### src/rtl/alu_control_pkg.sv
// Shared constants for the sequenced ALU control: operation codes, ALUOp classes
// and R-type funct values.
package alu_control_pkg;

    localparam int unsigned CodeW = 5;

    localparam logic [CodeW-1:0] OpAnd     = 5'd0;
    localparam logic [CodeW-1:0] OpOr      = 5'd1;
    localparam logic [CodeW-1:0] OpLui     = 5'd2;
    localparam logic [CodeW-1:0] OpAdd     = 5'd3;
    localparam logic [CodeW-1:0] OpSll     = 5'd4;
    localparam logic [CodeW-1:0] OpNor     = 5'd5;
    localparam logic [CodeW-1:0] OpSrl     = 5'd6;
    localparam logic [CodeW-1:0] OpSub     = 5'd7;
    localparam logic [CodeW-1:0] OpJr      = 5'd8;
    localparam logic [CodeW-1:0] OpIllegal = 5'd9;
    localparam logic [CodeW-1:0] OpSlt     = 5'd10;
    localparam logic [CodeW-1:0] OpXor     = 5'd11;
    localparam logic [CodeW-1:0] OpMult    = 5'd12;
    localparam logic [CodeW-1:0] OpMultu   = 5'd13;
    localparam logic [CodeW-1:0] OpDiv     = 5'd14;
    localparam logic [CodeW-1:0] OpDivu    = 5'd15;
    localparam logic [CodeW-1:0] OpMfhi    = 5'd16;
    localparam logic [CodeW-1:0] OpMflo    = 5'd17;

    localparam logic [2:0] ClsBeq   = 3'b000;
    localparam logic [2:0] ClsLui   = 3'b001;
    localparam logic [2:0] ClsLw    = 3'b010;
    localparam logic [2:0] ClsAndi  = 3'b011;
    localparam logic [2:0] ClsSw    = 3'b100;
    localparam logic [2:0] ClsOri   = 3'b101;
    localparam logic [2:0] ClsAddi  = 3'b110;
    localparam logic [2:0] ClsRtype = 3'b111;

    localparam logic [5:0] FunctAnd   = 6'b100100;
    localparam logic [5:0] FunctOr    = 6'b100101;
    localparam logic [5:0] FunctNor   = 6'b100111;
    localparam logic [5:0] FunctAdd   = 6'b100000;
    localparam logic [5:0] FunctAddu  = 6'b100001;
    localparam logic [5:0] FunctSub   = 6'b100010;
    localparam logic [5:0] FunctSll   = 6'b000000;
    localparam logic [5:0] FunctSrl   = 6'b000010;
    localparam logic [5:0] FunctJr    = 6'b001000;
    localparam logic [5:0] FunctSlt   = 6'b101010;
    localparam logic [5:0] FunctXor   = 6'b100110;
    localparam logic [5:0] FunctMult  = 6'b011000;
    localparam logic [5:0] FunctMultu = 6'b011001;
    localparam logic [5:0] FunctDiv   = 6'b011010;
    localparam logic [5:0] FunctDivu  = 6'b011011;
    localparam logic [5:0] FunctMfhi  = 6'b010000;
    localparam logic [5:0] FunctMflo  = 6'b010010;

    typedef enum logic [0:0] {StIdle, StBusy} seq_state_e;

    function automatic logic is_div_code(logic [CodeW-1:0] code);
        return (code == OpDiv) || (code == OpDivu);
    endfunction

endpackage

### src/rtl/alu_op_decoder.sv
// Combinational decode of {ALUOp, funct} into an ALU operation code, flagging
// multi-cycle (HI/LO) operations and undecodable selectors.
module alu_op_decoder
    import alu_control_pkg::*;
#(
    parameter int unsigned ALUOP_WIDTH = 3
) (
    input  logic [ALUOP_WIDTH+5:0] selector,
    output logic [CodeW-1:0]       code,
    output logic                   is_multicycle,
    output logic                   illegal
);

    // Class encodings widened to the ALUOp bus so any extra high bits must be zero.
    localparam logic [ALUOP_WIDTH-1:0] WBeq   = ALUOP_WIDTH'(ClsBeq);
    localparam logic [ALUOP_WIDTH-1:0] WLui   = ALUOP_WIDTH'(ClsLui);
    localparam logic [ALUOP_WIDTH-1:0] WLw    = ALUOP_WIDTH'(ClsLw);
    localparam logic [ALUOP_WIDTH-1:0] WAndi  = ALUOP_WIDTH'(ClsAndi);
    localparam logic [ALUOP_WIDTH-1:0] WSw    = ALUOP_WIDTH'(ClsSw);
    localparam logic [ALUOP_WIDTH-1:0] WOri   = ALUOP_WIDTH'(ClsOri);
    localparam logic [ALUOP_WIDTH-1:0] WAddi  = ALUOP_WIDTH'(ClsAddi);
    localparam logic [ALUOP_WIDTH-1:0] WRtype = ALUOP_WIDTH'(ClsRtype);

    logic [ALUOP_WIDTH-1:0] aluop;
    logic [5:0]             funct;

    assign aluop = selector[ALUOP_WIDTH+5:6];
    assign funct = selector[5:0];

    always_comb begin
        code = OpIllegal;
        case (aluop)
            WBeq:   code = OpSub;
            WLui:   code = OpLui;
            WLw:    code = OpAdd;
            WAndi:  code = OpAnd;
            WSw:    code = OpAdd;
            WOri:   code = OpOr;
            WAddi:  code = OpAdd;
            WRtype: begin
                case (funct)
                    FunctAnd:   code = OpAnd;
                    FunctOr:    code = OpOr;
                    FunctNor:   code = OpNor;
                    FunctAdd:   code = OpAdd;
                    FunctAddu:  code = OpAdd;
                    FunctSub:   code = OpSub;
                    FunctSll:   code = OpSll;
                    FunctSrl:   code = OpSrl;
                    FunctJr:    code = OpJr;
                    FunctSlt:   code = OpSlt;
                    FunctXor:   code = OpXor;
                    FunctMult:  code = OpMult;
                    FunctMultu: code = OpMultu;
                    FunctDiv:   code = OpDiv;
                    FunctDivu:  code = OpDivu;
                    FunctMfhi:  code = OpMfhi;
                    FunctMflo:  code = OpMflo;
                    default:    code = OpIllegal;
                endcase
            end
            default: code = OpIllegal;
        endcase
    end

    // No legal selector maps to the illegal code, so the flag follows directly from it.
    assign illegal       = (code == OpIllegal);
    assign is_multicycle = (code == OpMult) || (code == OpMultu) ||
                           (code == OpDiv)  || (code == OpDivu);

endmodule

### src/rtl/alu_seq_control.sv
// ALU control with registered operation code and an IDLE/BUSY sequencer that
// stalls the pipeline for multiply/divide and strobes the HI/LO write at the end.
module alu_seq_control
    import alu_control_pkg::*;
#(
    parameter int unsigned ALUOP_WIDTH = 3,
    parameter int unsigned OPER_WIDTH  = 5,
    parameter int unsigned MULT_CYCLES = 4,
    parameter int unsigned DIV_CYCLES  = 32
) (
    input  logic                   clk,
    input  logic                   reset,
    input  logic                   valid_i,
    input  logic [ALUOP_WIDTH-1:0] ALUOp,
    input  logic [5:0]             ALUFunction,
    input  logic                   flush_i,
    output logic                   ready_o,
    output logic [OPER_WIDTH-1:0]  ALUOperation,
    output logic                   op_valid,
    output logic                   stall,
    output logic                   hilo_write,
    output logic                   illegal_o
);

    localparam int unsigned MaxCycles = (MULT_CYCLES > DIV_CYCLES) ? MULT_CYCLES : DIV_CYCLES;
    localparam int unsigned CntW      = $clog2(MaxCycles + 1);

    seq_state_e            state_q, state_d;
    logic [CntW-1:0]       cnt_q, cnt_d;
    logic [OPER_WIDTH-1:0] op_q, op_d;
    logic                  op_valid_q, op_valid_d;
    logic                  illegal_q, illegal_d;

    logic [CodeW-1:0] dec_code;
    logic             dec_multicycle;
    logic             dec_illegal;

    alu_op_decoder #(
        .ALUOP_WIDTH(ALUOP_WIDTH)
    ) u_decoder (
        .selector     ({ALUOp, ALUFunction}),
        .code         (dec_code),
        .is_multicycle(dec_multicycle),
        .illegal      (dec_illegal)
    );

    always_comb begin
        state_d    = state_q;
        cnt_d      = cnt_q;
        op_d       = op_q;
        op_valid_d = 1'b0;
        illegal_d  = 1'b0;
        ready_o    = 1'b0;
        hilo_write = 1'b0;

        case (state_q)
            StIdle: begin
                ready_o = 1'b1;
                // flush_i is irrelevant here and must not block a transfer.
                if (valid_i) begin
                    op_d       = OPER_WIDTH'(dec_code);
                    op_valid_d = 1'b1;
                    illegal_d  = dec_illegal;
                    if (dec_multicycle) begin
                        state_d = StBusy;
                        cnt_d   = is_div_code(dec_code) ? CntW'(DIV_CYCLES) : CntW'(MULT_CYCLES);
                    end
                end
            end
            StBusy: begin
                if (flush_i) begin
                    state_d = StIdle;
                    cnt_d   = '0;
                end else if (cnt_q <= CntW'(1)) begin
                    hilo_write = (cnt_q == CntW'(1));
                    state_d    = StIdle;
                    cnt_d      = '0;
                end else begin
                    cnt_d = cnt_q - CntW'(1);
                end
            end
            default: begin
                state_d = StIdle;
                cnt_d   = '0;
            end
        endcase

        // A reset in the last busy cycle aborts the operation, so no HI/LO update.
        if (reset) begin
            hilo_write = 1'b0;
        end
    end

    always_ff @(posedge clk) begin
        if (reset) begin
            state_q    <= StIdle;
            cnt_q      <= '0;
            op_q       <= OPER_WIDTH'(OpIllegal);
            op_valid_q <= 1'b0;
            illegal_q  <= 1'b0;
        end else begin
            state_q    <= state_d;
            cnt_q      <= cnt_d;
            op_q       <= op_d;
            op_valid_q <= op_valid_d;
            illegal_q  <= illegal_d;
        end
    end

    assign stall        = ~ready_o;
    assign ALUOperation = op_q;
    assign op_valid     = op_valid_q;
    assign illegal_o    = illegal_q;

endmodule

### config.mk
export PLATFORM = sky130hd
export DESIGN_NAME = alu_seq_control
export DESIGN_NICKNAME = d
export VERILOG_FILES = /design/src/rtl/alu_control_pkg.sv /design/src/rtl/alu_op_decoder.sv /design/src/rtl/alu_seq_control.sv
export SDC_FILE = /design/constraint.sdc
export NUM_CORES = 1
export LEC_CHECK = 0
export CAP_MARGIN = 20
export CORE_ASPECT_RATIO = 1.25
export CORE_MARGIN = 2
export CORE_UTILIZATION = 51
export DETAILED_ROUTE_END_ITERATION = 10
export GPL_TIMING_DRIVEN = 0
export PLACE_DENSITY = 0.88
export SYNTH_ARGS = -nofsm -noshare
export SYNTH_HDL_FRONTEND = slang
export SYNTH_SLANG_ARGS = --single-unit
### constraint.sdc
create_clock -name clk -period 4.2 [get_ports clk]
set_input_delay 0.84 -clock clk [delete_from_list [all_inputs] [get_ports clk]]
set_output_delay 0.84 -clock clk [all_outputs]
set_load 0.01 [all_outputs]
==> flow_summary.yaml <==
run_status:
  status: "complete, no violations"
sta:
  tns_ns: 0
  maxSlewViolCount: 0
  fmax_mhz: 301
  rsz0062_at_grt: "false"
  hold_viol: 0
  worst_pin_slew_ns: 0.498
  worst_clock_skew_ns: 0.00178
  fin_ws_ns: 0.874
  fin_crit_sh_pct: 79.2
  hold_ws_ns: 0.497
  min_period_ns: 3.33
  relSlewSlack_pct: 66.5
  report.final.setup_viol: 0
synthesis:
  syn_area_per_cell_sq_um: 7.56
  ys_async_sr_fraction_pct: 0
  synth.top_cell.area_share_pct: 30.4
  synth_seq_cells: 14
  netlist_top_cells_area: "dfxtp_1 30%, a21oi_1 7.6%, nor2_1 5.3%"
  synth_cell_types: 40
  synth_cells: 122
  syn_nets: 137
  synth_edf_count: 0
  synth_ff_type: "dfxtp_1"
  yosys_warnings: 0
  synth_top_area_cell: "dfxtp_1"
  synth_area_sq_um: 922
  synth-seq-area-share_pct: 30.4
setup_path:
  reg2reg_depth: 7
  crit_path_start_kind: "input port"
  path_class: "input port to output pin"
  arrival_ns: 2.49
  crit_required_ns: 3.36
  r2r_slack_ns: 2.40
  worstSetupEndpointType: "output pin"
  worst-path-max-fanout: 10
routing:
  wl_per_cell_um: 13.4
  ant_nets: 0
  drc_errors: 0
  drt_iter0_markers: 12
  vias: 959
  routed_via_density: 5.92
  drt_first_pass_iters: 4
  wirelength_mm: 2.18
placement:
  gp_congestion: 0.901
  post-dp-hpwl_mm: 1.72
  place_ws_ns: 0.887
  port_buffers: 18
hold_path:
  hold_class: "flip-flop to flip-flop"
  holdPathStages: 2
finish:
  multi_input_area_sq_um: 576
  diodes: 0
  nets: 160
  fillCellCount: 167
  drive_above_1_share_pct: 10.5
  regArea_sq_um: 280
  area_delta_synth_final_pct: 24.6
global_routing:
  grt_pass1_vias: 881
  groute.usage.overall_pct: 21.5
  grt.overflow.total: 0
  grt_antenna_before_repair: 0
  grt_pass1_wl_mm: 3.53
  grt_max_degree: 11
clock_network:
  ctsResizeCount: 0
  cts_buffers: 3
  htreeDepth: 1
  cts_buffer_depth: 2
  cts_root_buffer: "clkbuf_4"
  clk_latency_ns: 0.28
  clk_pin_slew_ns: 0.08
  cts_setup_buffers: 0
  cts_tree: "yes"
  ctsHoldBuffers: 0
  cts_sinks: 14
die:
  io_pins: 23
  die_w_um: 42.0
  row_count: 17
  die-area_sq_um: 2170
  core_area_sq_um: 1740
  start_util_pct: 52.9
  die_height_um: 51.5
pwr:
  combPwrFrac_pct: 19.3
  swShare_pct: 27.4
  p_int_w: 0.000193
  p_switching_w: 0.0000731
  peakVddDrop_mv: 0.135
  p_clk_share_pct: 29.0
  p_leak_nw: 0.406
  seqPwrFrac_pct: 51.7
  powerDensity_nw_per_um2: 232
run:
  maxCapViolCount: 0
-- area by class of cell --
cell class,count,area share (%)
tap,19,2.07
buffer,7,3.49
inverter,7,2.29
multi-input combinational,94,50.1
timing repair buffer,18,15.7
sequential,14,24.4
clock buffer,3,1.96
-- power by group through the flow --
| stage | registers [W] | clock network [W] | logic (W) |
|---|---|---|---|
| floorplan | 0.000142 | 0 | 0.0000270 |
| global route | 0.000138 | 0.0000845 | 0.0000566 |
| detailed placement | 0.000141 | 0 | 0.0000514 |
| CTS | 0.000138 | 0.0000784 | 0.0000516 |
| global placement | 0.000141 | 0 | 0.0000499 |
| finish | 0.000138 | 0.0000773 | 0.0000516 |
-- flip-flops by register name, summed over array words and instances (netlist names) --
register	count
cnt_q	6
ALUOperation	5
illegal_o	1
op_valid	1
stall	1
-- per-layer routing --
| metal | vias to the layer above | GRT usage (%) | part of all wire, % |
|---|---|---|---|
| met5 | - | 0 | 0 |
| met4 | 0 | 15.6 | 2.2 |
| met3 | 5 | 1.39 | 2.3 |
| met2 | 21 | 40.9 | 55 |
| met1 | 446 | 22.0 | 41 |
| li1 | 487 | - | - |
-- cell families after synthesis --
| group | share of synthesized area (%) |
|---|---|
| fa+ha+maj | 2.71 |
| buf+inv | 7.19 |
| simple gates | 30.9 |
| flops | 30.4 |
| compound gates | 27.8 |
| xor+xnor | 0.950 |
-- placed cells by master, fill, tap and decap left out, types with 4 or more instances in the layout --
cell type and instances:
a21oi_1 14, inv_1 6, nor2_1 13, dfxtp_1 14, nand3_1 4, o21ai_1 4, nand2_1 11, nor3_1 8
clkdlybuf4s50_1 18
-- per-stage QoR --
step,area [sq um],utilization [%],power [W],instances
after floorplan,922,-,0.000169,122
after global placement,1130,64.6,0.000190,159
after detailed placement,1130,64.6,0.000192,159
after CTS,1150,65.9,0.000268,162
after global routing,1150,65.9,0.000279,162
final,1150,65.9,0.000267,162
-- worst max-delay path, stage by stage --
cell             delay [ns]
clkdlybuf4s50_1        0.62
clkbuf_1               0.41
nor3_1                 0.11
clkdlybuf4s50_1        0.49
-- synth_stat cells, types with 2 or more instances --
master    number
nor3_1         8
inv_1          6
o21ai_1        4
dfxtp_1       14
ha_1           2
nor2_1        13
buf_2          2
nand2b_1       3
a211oi_1       2
nor4_1         2
o31ai_1        2
nor2b_1        3
nand2_1       11
a21oi_1       14
a31oi_1        2
clkbuf_1       3
or3_1          2
nand4_1        2
a31oi_4        2
o31a_1         2
nand3_1        4
-- path summary, 6_finish.rpt --
kind,end,startpoint
max reg2reg,cnt_q[4],cnt_q[2]
min,ALUOperation[3],ALUOperation[3]
min reg2reg,ALUOperation[3],ALUOperation[3]
max,hilo_write,reset
No activity file was read; power rests on OpenSTA's default activity.
